<file path="src/rtl/axi4_stream_pipe.sv">
// AXI4-Stream register pipeline built from cascaded full-throughput skid slices.
// Optional TUSER sideband: define AXI4_STREAM_PIPE_USER_EN.

module axis_skid_stage #(
    parameter int PW = 10
) (
    input  logic          clk,
    input  logic          rst_n,
    input  logic          in_vld,
    output logic          in_rdy,
    input  logic [PW-1:0] in_dat,
    output logic          out_vld,
    input  logic          out_rdy,
    output logic [PW-1:0] out_dat
);

    typedef enum logic [1:0] {
        EMPTY,
        BUSY,
        FULL
    } state_t;

    state_t        state_q;
    state_t        state_d;
    logic [PW-1:0] m_q;
    logic [PW-1:0] s_q;
    logic          in_rdy_q;
    logic          out_vld_q;
    logic          in_xfer;
    logic          out_xfer;
    logic          ld_m_in;
    logic          ld_m_s;
    logic          ld_s;

    assign in_xfer  = in_vld & in_rdy_q;
    assign out_xfer = out_vld_q & out_rdy;
    assign in_rdy   = in_rdy_q;
    assign out_vld  = out_vld_q;
    assign out_dat  = m_q;

    // next state and register-load strobes from the two handshakes
    always_comb begin
        state_d = state_q;
        ld_m_in = 1'b0;
        ld_m_s  = 1'b0;
        ld_s    = 1'b0;
        unique case (state_q)
            EMPTY: begin
                if (in_xfer) begin
                    state_d = BUSY;
                    ld_m_in = 1'b1;
                end
            end
            BUSY: begin
                if (in_xfer && out_xfer) begin
                    ld_m_in = 1'b1;
                end else if (in_xfer) begin
                    state_d = FULL;
                    ld_s    = 1'b1;
                end else if (out_xfer) begin
                    state_d = EMPTY;
                end
            end
            FULL: begin
                if (out_xfer) begin
                    state_d = BUSY;
                    ld_m_s  = 1'b1;
                end
            end
            default: state_d = EMPTY;
        endcase
    end

    // state plus registered handshake flags; ready stays low through reset
    always_ff @(posedge clk or negedge rst_n) begin
        if (!rst_n) begin
            state_q   <= EMPTY;
            in_rdy_q  <= 1'b0;
            out_vld_q <= 1'b0;
        end else begin
            state_q   <= state_d;
            in_rdy_q  <= (state_d != FULL);
            out_vld_q <= (state_d != EMPTY);
        end
    end

    // payload registers carry no reset; validity lives in the flags above
    always_ff @(posedge clk) begin
        if (ld_m_in) begin
            m_q <= in_dat;
        end else if (ld_m_s) begin
            m_q <= s_q;
        end
        if (ld_s) begin
            s_q <= in_dat;
        end
    end

endmodule

module axi4_stream_pipe #(
    parameter int DN     = 1,
    parameter int STAGES = 2,
    parameter int UW     = 1,
    localparam int LW    = (STAGES == 0) ? 1 : $clog2(2 * STAGES + 1)
) (
    input  logic          ACLK,
    input  logic          ARESETn,
    input  logic          sti_TVALID,
    output logic          sti_TREADY,
    input  logic [8*DN-1:0] sti_TDATA,
    input  logic [DN-1:0] sti_TKEEP,
    input  logic          sti_TLAST,
`ifdef AXI4_STREAM_PIPE_USER_EN
    input  logic [UW-1:0] sti_TUSER,
`endif
    output logic          sto_TVALID,
    input  logic          sto_TREADY,
    output logic [8*DN-1:0] sto_TDATA,
    output logic [DN-1:0] sto_TKEEP,
    output logic          sto_TLAST,
`ifdef AXI4_STREAM_PIPE_USER_EN
    output logic [UW-1:0] sto_TUSER,
`endif
    output logic [LW-1:0] lvl
);

`ifdef AXI4_STREAM_PIPE_USER_EN
    localparam int UWI = UW;
`else
    localparam int UWI = 0;
`endif
    localparam int PW = 9 * DN + 1 + UWI;

    logic [PW-1:0] pin;
    logic [PW-1:0] pout;

`ifdef AXI4_STREAM_PIPE_USER_EN
    assign pin = {sti_TUSER, sti_TLAST, sti_TKEEP, sti_TDATA};
    assign {sto_TUSER, sto_TLAST, sto_TKEEP, sto_TDATA} = pout;
`else
    assign pin = {sti_TLAST, sti_TKEEP, sti_TDATA};
    assign {sto_TLAST, sto_TKEEP, sto_TDATA} = pout;
`endif

    generate
        if (STAGES == 0) begin : g_wire
            assign sti_TREADY = sto_TREADY;
            assign sto_TVALID = sti_TVALID;
            assign pout       = pin;
            assign lvl        = '0;
        end else begin : g_pipe
            logic [STAGES:0] vld;
            logic [STAGES:0] rdy;
            logic [PW-1:0]   dat [STAGES+1];
            logic [LW-1:0]   lvl_q;
            logic            in_x;
            logic            out_x;

            assign vld[0]      = sti_TVALID;
            assign sti_TREADY  = rdy[0];
            assign dat[0]      = pin;
            assign sto_TVALID  = vld[STAGES];
            assign rdy[STAGES] = sto_TREADY;
            assign pout        = dat[STAGES];

            for (genvar i = 0; i < STAGES; i++) begin : g_stage
                axis_skid_stage #(
                    .PW(PW)
                ) u_stage (
                    .clk    (ACLK),
                    .rst_n  (ARESETn),
                    .in_vld (vld[i]),
                    .in_rdy (rdy[i]),
                    .in_dat (dat[i]),
                    .out_vld(vld[i+1]),
                    .out_rdy(rdy[i+1]),
                    .out_dat(dat[i+1])
                );
            end

            assign in_x  = sti_TVALID & sti_TREADY;
            assign out_x = sto_TVALID & sto_TREADY;
            assign lvl   = lvl_q;

            // occupancy: up on accepted input, down on delivered output
            always_ff @(posedge ACLK or negedge ARESETn) begin
                if (!ARESETn) begin
                    lvl_q <= '0;
                end else begin
                    unique case ({in_x, out_x})
                        2'b10:   lvl_q <= lvl_q + LW'(1);
                        2'b01:   lvl_q <= lvl_q - LW'(1);
                        default: lvl_q <= lvl_q;
                    endcase
                end
            end
        end
    endgenerate

endmodule

</file>
<file path="config.mk">
export PLATFORM = sky130hd
export DESIGN_NAME = axi4_stream_pipe
export DESIGN_NICKNAME = d
export VERILOG_FILES = /design/src/rtl/axi4_stream_pipe.sv
export SDC_FILE = /design/constraint.sdc
export NUM_CORES = 1
export LEC_CHECK = 0
export ABC_CLOCK_PERIOD_IN_PS = 2300
export BUFFER_PORTS_ARGS = -buffer_cell sky130_fd_sc_hd__buf_4
export CORE_UTILIZATION = 52
export DETAILED_ROUTE_END_ITERATION = 10
export PLACE_DENSITY = 0.73
export SLEW_MARGIN = 20
export SYNTH_ARGS = -nofsm -noshare
export SYNTH_HDL_FRONTEND = slang
export SYNTH_SLANG_ARGS = --single-unit
</file>
<file path="constraint.sdc">
create_clock -name ACLK -period 2.3 [get_ports ACLK]
set_clock_uncertainty 0.1 [all_clocks]
set_input_delay 0.115 -clock ACLK [delete_from_list [all_inputs] [get_ports ACLK]]
set_output_delay 0.115 -clock ACLK [all_outputs]
set_load 0.01 [all_outputs]
</file>
==> flow_metrics.py, run 1 <==
metrics = {
    "timing": {
        "setup_viol": 0,
        "period_needed_ns": 1.97,
        "rsz0062_at_grt": "false",
        "fin_tns_setup_ns": 0,
        "fmax_mhz": 508,
        "min_period_over_period_pct": 85.6,
        "whs_ns": 0.0549,
        "slew_viol_final": 0,
        "worst_slack_ns": 0.332,
        "slew_headroom_pct": 82.6,
        "finalHoldViolations": 0,
        "worst_pin_slew_ns": 0.261,
    },
    "die": {
        "die_y_um": 65.2,
        "io_pins": 29,
        "core_area_um2": 3740,
        "initial_utilization_pct": 55.5,
        "rows": 22,
        "die_area_um2": 4250,
        "die_w_um": 65.2,
    },
    "cts": {
        "cts_setup_buffers": 0,
        "cts_tree": "done",
        "insertion_delay_ns": 0.30,
        "cts_buffers": 5,
        "clk_path_buf_depth": 2,
        "cts_max_level": 2,
        "cts.clk_slew.worst_paths_ns": 0.09,
        "clock_sinks": 51,
        "clockRootBuffer": "clkbuf_8",
    },
    "drt": {
        "drtAntennaViolNets": 0,
        "vias_per_cell": 5.16,
        "wirelength_mm": 3.08,
        "drc": 0,
        "post_drt_wl_per_cell_um": 14.2,
        "dr_total_vias": 1114,
        "drt_iter0_drc": 44,
        "first_pass_iters": 4,
    },
    "placed_design": {
        "place.port_buffers": 28,
        "place.gp.congestion": 0.690,
        "dp_hpwl_mm": 2.07,
        "placed_cell_area_um2": 2310,
        "dpl_worst_slack_ns": 0.375,
        "dp_cells": 197,
    },
    "worst_setup_path": {
        "start_kind": "register",
        "ff2ff_path_depth": 8,
        "critPathKind": "reg2reg",
        "critical_path.endpoint_type": "register",
        "crit_path_max_fanout": 8,
        "critical_path_arrival_ns": 2.10,
        "cp.required_ns": 2.43,
    },
    "power_and_ir_drop": {
        "pwr_density_cell_nw_per_um2": 1380,
        "ir_worst_vdd_uv": 770,
        "power_leakage_nw": 0.958,
        "power.total_mw": 3.49,
    },
    "global_route": {
        "antenna_found_initial": 0,
        "grt_max_degree": 16,
        "grt_util_all_layers_pct": 16.8,
        "grt_pass1_wl_mm": 5.15,
        "grt_overflow": 0,
        "grt_pass1_vias": 1077,
    },
    "synth": {
        "syn_inst": 126,
        "synth_ff_type": "edfxtp_1",
        "synth_compound_area_share_pct": 5.18,
        "syn_area_um2": 2080,
        "synth_fa_ha_area_share_pct": 1.57,
        "synth_top_family_by_area": "multiplexers",
        "synth-xor-area-share_pct": 1.26,
        "syn_area_per_cell_um2": 16.5,
        "yosys_warnings": 0,
        "synth_cell_types": 28,
        "yosysSeqAreaShare_pct": 71.0,
        "synthMuxAreaShare_pct": 10.8,
        "synth_nets": 142,
        "synthArstFlopShare_pct": 21.6,
        "synth_edf_count": 40,
        "ys_ff_latch": 51,
        "yosys.area_share.simple_pct": 4.82,
    },
    "final_layout": {
        "n_antenna_cell": 0,
        "num-fill-cells": 257,
        "register_area_um2": 1480,
        "multi_input_area_um2": 492,
        "final_util_pct": 67.4,
        "nets": 183,
        "layout-area-overhead-vs-synth_pct": 21.4,
        "layoutNonFillerInstCount": 216,
        "drive_above_1_share_pct": 39.3,
        "final_cell_area_um2": 2520,
    },
    "hold_path": {
        "whs_path_depth": 3,
        "worstHoldPathType": "in2reg",
    },
    "run": {
        "drv_cap": 0,
    },
    "status": {
        "status": "complete, no violations",
    },
}
==> cell usage in the layout (no fill, tap or decap) <==
cell           instances
edfxtp_1              40
buf_4                 34
mux2_2                20
dfrtp_1               11
dlygate4sd3_1         11
inv_1                  6
nand2_1                5
o21ai_0                5
clkbuf_8               5
a21oi_1                3
and3_1                 2
nand2b_1               2
nand4b_1               2
a211oi_2               2
o21bai_1               2
nor3_1                 2
xor2_1                 2
and2_2                 1
a211o_1                1
nand3_1                1
nand2_2                1
a221o_2                1
nand4_1                1
a21boi_0               1
nor2_1                 1
xnor2_1                1
fa_1                   1
ha_1                   1
bufinv_16              1
clkinv_2               1
clkinv_1               1
==> metal layers <==
metal / vias to the layer above / global-route usage (%) / part of all wire (%)
met2: 29 / 26.5 / 49
met3: 5 / 4.17 / 4.1
li1: 537 / - / -
met5: - / 0 / 0
met4: 0 / 8.15 / 1.7
met1: 543 / 21.8 / 45
==> what timing repair did <==
item,CTS,global route
hold endpoints to repair,21,0
gates resized for setup,0,0
hold buffers,11,0
==> path summary, 6_finish.rpt <==
kind	start	end	slack, ns
setup / recovery	g_pipe.g_stage[1].u_stage.out_vld	lvl[2]	0.33
setup reg to reg	g_pipe.g_stage[1].u_stage.out_vld	lvl[2]	0.33
hold / removal	sti_TVALID	g_pipe.g_stage[0].u_stage.state_q[1]	0.05
min in group asynchronous	ARESETn	lvl[1]	0.09
hold reg to reg	g_pipe.g_stage[0].u_stage.out_dat[6]	g_pipe.g_stage[1].u_stage.s_q[6]	0.36
max in group asynchronous	ARESETn	g_pipe.g_stage[1].u_stage.out_vld	1.86
==> cell usage after synthesis (all sizes together) (2+ instances only) <==
| library cell | count | area [um^2] |
|---|---|---|
| o21ai | 5 | 25.0 |
| a211oi | 2 | 25.0 |
| mux2 | 20 | 225 |
| nand2 | 6 | 25.0 |
| o21bai | 2 | 15.0 |
| xor2 | 2 | 17.5 |
| nand4b | 2 | 17.5 |
| and3 | 2 | 12.5 |
| buf | 11 | 87.6 |
| edfxtp | 40 | 1200 |
| nand2b | 2 | 12.5 |
| nor3 | 2 | 10.0 |
| dfrtp | 11 | 275 |
| inv | 6 | 22.5 |
| a21oi | 3 | 15.0 |
==> cell type report <==
class / instances / share of cell area [%]
Sequential cell: 51 / 58.5
Clock buffer: 5 / 2.73
Clock inverter: 3 / 1.54
Timing Repair Buffer: 45 / 14.5
Tap cell: 48 / 2.38
Inverter: 6 / 0.892
Multi-Input combinational cell: 58 / 19.5
==> critical path: stages (launching register included) <==
cell and delay (ns):
dfrtp_1 0.35, nand2_1 0.18, inv_1 0.15, ha_1 0.23, inv_1 0.08, fa_1 0.37
xor2_1 0.15, nor2_1 0.14, xor2_1 0.15
==> registers in the layout, indices dropped and copies added, names as in the netlist <==
register	flops
g_pipe.g_stage.u_stage.out_dat	20
g_pipe.g_stage.u_stage.s_q	20
g_pipe.g_stage.u_stage.state_q	4
lvl	3
g_pipe.g_stage.u_stage.in_rdy	2
g_pipe.g_stage.u_stage.out_vld	2
==> where the power goes <==
| group | leakage, nW | switching (mW) | internal [mW] |
|---|---|---|---|
| Clock | 0.0556 | 0.277 | 0.318 |
| Sequential | 0.499 | 0.202 | 1.51 |
| Combinational | 0.403 | 0.565 | 0.614 |
| Total | 0.958 | 1.04 | 2.44 |
==> cell families after synthesis <==
kind of cell,after synthesis
compound gates,15
fa+ha+maj,2
simple gates,18
xor+xnor,3
flops,51
buf+inv,17
mux,20
Power figures use the tool's default switching activity.
==> run 2, diff against run 1 <==
--- a/config.mk
+++ b/config.mk
@@ -7,9 +7,9 @@
 export LEC_CHECK = 0
 export ABC_CLOCK_PERIOD_IN_PS = 2300
 export BUFFER_PORTS_ARGS = -buffer_cell sky130_fd_sc_hd__buf_4
-export CORE_UTILIZATION = 52
+export CORE_UTILIZATION = 46
 export DETAILED_ROUTE_END_ITERATION = 10
-export PLACE_DENSITY = 0.73
+export PLACE_DENSITY = 0.66
 export SLEW_MARGIN = 20
 export SYNTH_ARGS = -nofsm -noshare
 export SYNTH_HDL_FRONTEND = slang
==> flow_metrics.py, run 2 (same netlist as run 1, synthesis figures left out) <==
metrics = {
    "worst_setup_path": {
        "critPathKind": "reg2reg",
        "critical_path.endpoint_type": "register",
        "start_kind": "register",
        "critical_path_arrival_ns": 2.10,
        "crit_path_max_fanout": 8,
        "cp.required_ns": 2.43,
    },
    "global_route": {
        "grt_util_all_layers_pct": 14.3,
        "grt_pass1_wl_mm": 5.25,
        "grt_overflow": 0,
        "antenna_found_initial": 0,
        "grt_pass1_vias": 1111,
        "grt_max_degree": 17,
    },
    "drt": {
        "drtAntennaViolNets": 0,
        "first_pass_iters": 4,
        "drc": 0,
        "post_drt_wl_per_cell_um": 13.7,
        "vias_per_cell": 5.05,
        "drt_iter0_drc": 71,
        "wirelength_mm": 3.01,
        "dr_total_vias": 1105,
    },
    "die": {
        "core_area_um2": 4350,
        "die_y_um": 69.2,
        "io_pins": 29,
        "rows": 24,
        "die_area_um2": 4790,
        "die_w_um": 69.2,
        "initial_utilization_pct": 47.7,
    },
    "timing": {
        "finalHoldViolations": 0,
        "slew_viol_final": 0,
        "whs_ns": 0.0621,
        "worst_pin_slew_ns": 0.806,
        "slew_headroom_pct": 46.1,
        "rsz0062_at_grt": "false",
        "setup_viol": 0,
        "fin_tns_setup_ns": 0,
        "period_needed_ns": 1.97,
        "min_period_over_period_pct": 85.8,
        "fmax_mhz": 507,
    },
    "cts": {
        "insertion_delay_ns": 0.30,
        "cts_resized": 0,
        "cts_max_level": 2,
        "clk_path_buf_depth": 2,
        "cts_tree": "done",
        "clockRootBuffer": "clkbuf_8",
        "clock_sinks": 51,
        "cts.clk_slew.worst_paths_ns": 0.09,
        "cts_buffers": 5,
    },
    "final_layout": {
        "nets": 182,
        "layout_common_cells": "40 x edfxtp_1, 33 x buf_4, 20 x mux2_2, 11 x dfrtp_1, 11 x dlygate4sd3_1",
        "drive_above_1_share_pct": 39.5,
        "final_util_pct": 58.0,
        "num-fill-cells": 345,
        "layout-area-overhead-vs-synth_pct": 21.6,
        "n_antenna_cell": 0,
        "layout_commonest_cell": "edfxtp_1",
    },
    "power_and_ir_drop": {
        "pwr_density_cell_nw_per_um2": 1380,
        "power_leakage_nw": 0.955,
        "ir_worst_vdd_uv": 855,
    },
    "placed_design": {
        "place.port_buffers": 28,
        "place.gp.congestion": 0.699,
        "dp_hpwl_mm": 2.14,
    },
    "run": {
        "drv_cap": 0,
    },
    "hold_path": {
        "worstHoldPathType": "in2reg",
    },
    "status": {
        "status": "complete, no violations",
    },
}
## run 2: critical path, stage by stage (launching register included)
cell,delay [ns]
dfrtp_1,0.37
nand2_1,0.18
inv_1,0.15
ha_1,0.21
inv_1,0.06
fa_1,0.38
xor2_1,0.15
nor2_1,0.13
xor2_1,0.16
## run 2: per-stage QoR
stage               setup WS [ns]  cells  area (um^2)  power (mW)
floorplan                   0.380    126         2080        2.55
global placement            0.494    200         2300        2.81
detailed placement          0.338    200         2300        2.89
CTS                         0.311    219         2530        3.52
global route                0.151    219         2530        3.70
finish                      0.326    219         2530        3.48
## run 2: area by class of cell
| cell class | instances | area, um^2 | area share [%] |
|---|---|---|---|
| Timing Repair Buffer | 44 | 358 | 14.2 |
| Inverter | 6 | 22.5 | 0.892 |
| Tap cell | 52 | 65.1 | 2.58 |
| Sequential cell | 51 | 1480 | 58.4 |
| Clock buffer | 5 | 68.8 | 2.72 |
| Multi-Input combinational cell | 58 | 492 | 19.5 |
| Clock inverter | 3 | 43.8 | 1.73 |
## run 2: timing repair
| item | in CTS | in global routing |
|---|---|---|
| hold buffers | 11 | 0 |
| endpoints found under the hold margin | 21 | 0 |
| buffers inserted | 0 | 0 |
## run 2: path summary, 6_finish.rpt
kind                                                      start                                   end  slack, ns  cells after the start
max                           g_pipe.g_stage[1].u_stage.out_vld                                lvl[2]       0.33                      8
min                                                  sti_TVALID  g_pipe.g_stage[0].u_stage.state_q[1]       0.06                      3
max reg2reg                   g_pipe.g_stage[1].u_stage.out_vld                                lvl[2]       0.33                      8
min reg2reg                g_pipe.g_stage[0].u_stage.out_dat[8]      g_pipe.g_stage[1].u_stage.s_q[8]       0.36                      0
max in group asynchronous                               ARESETn                                lvl[1]       1.87                      2
min in group asynchronous                               ARESETn     g_pipe.g_stage[0].u_stage.out_vld       0.08                      2
## run 2: per-layer routing
layer | wire length (um) | global-route usage [%] | vias to the layer above
met5 | 0 | 0 | -
met4 | 70 | 8.16 | 0
met3 | 131 | 3.63 | 7
met2 | 1440 | 21.9 | 31
met1 | 1370 | 18.6 | 532
li1 | - | - | 535
## run 2: report_power, final
group | internal [mW] | total, mW | switching (mW)
Clock | 0.324 | 0.605 | 0.281
Combinational | 0.599 | 1.15 | 0.555
Sequential | 1.51 | 1.72 | 0.206
Total | 2.43 | 3.48 | 1.04
==> run 3, diff against run 2 <==
--- a/config.mk
+++ b/config.mk
@@ -10,6 +10,7 @@
 export CORE_UTILIZATION = 46
 export DETAILED_ROUTE_END_ITERATION = 10
 export PLACE_DENSITY = 0.66
+export REMOVE_ABC_BUFFERS = 1
 export SLEW_MARGIN = 20
 export SYNTH_ARGS = -nofsm -noshare
 export SYNTH_HDL_FRONTEND = slang
==> flow_metrics.py, run 3 (same netlist as run 1, synthesis figures left out) <==
metrics = {
    "final_layout": {
        "n_antenna_cell": 0,
        "layoutNonFillerInstCount": 219,
        "layout_commonest_cell": "edfxtp_1",
        "nets": 182,
        "drive_above_1_share_pct": 38.3,
        "layout-area-overhead-vs-synth_pct": 20.2,
        "layout_common_cells": "40 x edfxtp_1, 33 x buf_4, 20 x mux2_2, 11 x dfrtp_1, 11 x dlygate4sd3_1",
    },
    "power_and_ir_drop": {
        "power.total_mw": 3.37,
        "ir_worst_vdd_uv": 852,
        "pwr_density_cell_nw_per_um2": 1350,
        "power_leakage_nw": 0.940,
    },
    "global_route": {
        "grt_overflow": 0,
        "gr-max-usage-layer": "met2",
        "met1_usage_pct": 18.0,
        "use_met2_pct": 21.1,
        "grt_pass1_vias": 1067,
        "grt_max_degree": 16,
        "antenna_found_initial": 0,
        "grt_util_all_layers_pct": 14.1,
        "grt_pass1_wl_mm": 5.04,
        "use_met3_pct": 5.52,
    },
    "drt": {
        "wirelength_mm": 3.05,
        "drtAntennaViolNets": 0,
        "first_pass_iters": 4,
        "drt_iter0_drc": 60,
        "drc": 0,
        "vias_per_cell": 4.95,
        "post_drt_wl_per_cell_um": 13.9,
        "dr_total_vias": 1085,
    },
    "worst_setup_path": {
        "timing.rr.start": "g_pipe.g_stage[1].u_stage.out_vld",
        "crit_path_max_fanout": 8,
        "cp.required_ns": 2.42,
        "critPathKind": "reg2reg",
        "startpoint": "g_pipe.g_stage[1].u_stage.out_vld",
        "critical_path_arrival_ns": 2.03,
        "critical_path.endpoint_type": "register",
        "start_kind": "register",
    },
    "placed_design": {
        "place.port_buffers": 28,
        "place.gp.congestion": 0.710,
        "dp_cells": 200,
        "dp_hpwl_mm": 2.09,
    },
    "die": {
        "io_pins": 29,
        "die_y_um": 69.2,
        "die_area_um2": 4790,
        "rows": 24,
        "core_area_um2": 4350,
        "initial_utilization_pct": 47.7,
        "die_w_um": 69.2,
    },
    "timing": {
        "slew_viol_final": 0,
        "rsz0062_at_grt": "false",
        "finalHoldViolations": 0,
        "min_period_over_period_pct": 82.7,
        "slew_headroom_pct": 46.0,
        "setup_viol": 0,
        "fin_tns_setup_ns": 0,
        "fmax_mhz": 526,
        "period_needed_ns": 1.90,
        "whs_ns": 0.0549,
        "worst_pin_slew_ns": 0.809,
    },
    "cts": {
        "cts_max_level": 2,
        "clockRootBuffer": "clkbuf_8",
        "clk_path_buf_depth": 2,
        "cts_tree": "done",
        "cts_buffers": 5,
        "cts.clk_slew.worst_paths_ns": 0.09,
        "clock_sinks": 51,
        "insertion_delay_ns": 0.30,
    },
    "run": {
        "drv_cap": 0,
    },
    "hold_path": {
        "min-delay-start": "sti_TVALID",
        "worstHoldPathType": "in2reg",
    },
    "status": {
        "status": "complete, no violations",
    },
}
[run 3: changes by cell type in the layout (fill, tap and decap cells not counted), sizes merged]
cell / before / now
bufinv: 1 / 0
clkbuf: 5 / 6
[run 3: path summary, 6_finish.rpt]
check                      slack, ns                              endpoint  cells after the start
max                             0.40                                lvl[2]                      8
min                             0.05  g_pipe.g_stage[0].u_stage.state_q[1]                      3
max reg2reg                     0.40                                lvl[2]                      8
min reg2reg                     0.36      g_pipe.g_stage[1].u_stage.s_q[4]                      0
max in group asynchronous       1.87                                lvl[0]                      2
min in group asynchronous       0.08  g_pipe.g_stage[0].u_stage.state_q[0]                      2
[run 3: worst max-delay path, cell delays in order (launching register included)]
cell and delay (ns):
dfrtp_1 0.35, nand2_1 0.17, inv_1 0.16, ha_1 0.20, inv_1 0.06, fa_1 0.38, xor2_1 0.15, nor2_1 0.11
xor2_1 0.15
[run 3: power by group]
part / leakage (nW) / switching (mW) / internal, mW
Combinational: 0.398 / 0.565 / 0.601
Sequential: 0.499 / 0.201 / 1.51
Clock: 0.0428 / 0.275 / 0.213
Total: 0.940 / 1.04 / 2.33
[run 3: what timing repair did]
action                                 CTS  global route
resized for setup                        0             0
endpoints found under the hold margin   21             0
hold buffers                            11             0
buffers inserted                         0             0
setup endpoints to repair                0             0
[run 3: layout make-up]
| type | count | area [um^2] |
|---|---|---|
| Clock buffer | 6 | 72.6 |
| Inverter | 6 | 22.5 |
| Clock inverter | 2 | 12.5 |
| Sequential cell | 51 | 1480 |
| Multi-Input combinational cell | 58 | 492 |
| Timing Repair Buffer | 44 | 358 |
| Tap cell | 52 | 65.1 |
| Fill cell | 325 | 1860 |
[run 3: metrics by stage]
| stage | area [um^2] | util (%) | setup slack [ns] |
|---|---|---|---|
| 6_report | 2500 | 57.4 | 0.398 |
| 4_1_cts | 2500 | 57.4 | 0.390 |
| 3_5_place_dp | 2300 | 52.9 | 0.419 |
| 5_1_grt | 2500 | 57.4 | 0.197 |
| 2_1_floorplan | 1990 | - | 0.270 |
| 3_3_place_gp | 2300 | 52.9 | 0.503 |
[run 3: per-layer routing]
metal	vias up	part of all wire (%)
met5	-	0
met4	0	2.2
met3	5	4.3
met2	27	48
met1	518	46
li1	535	-
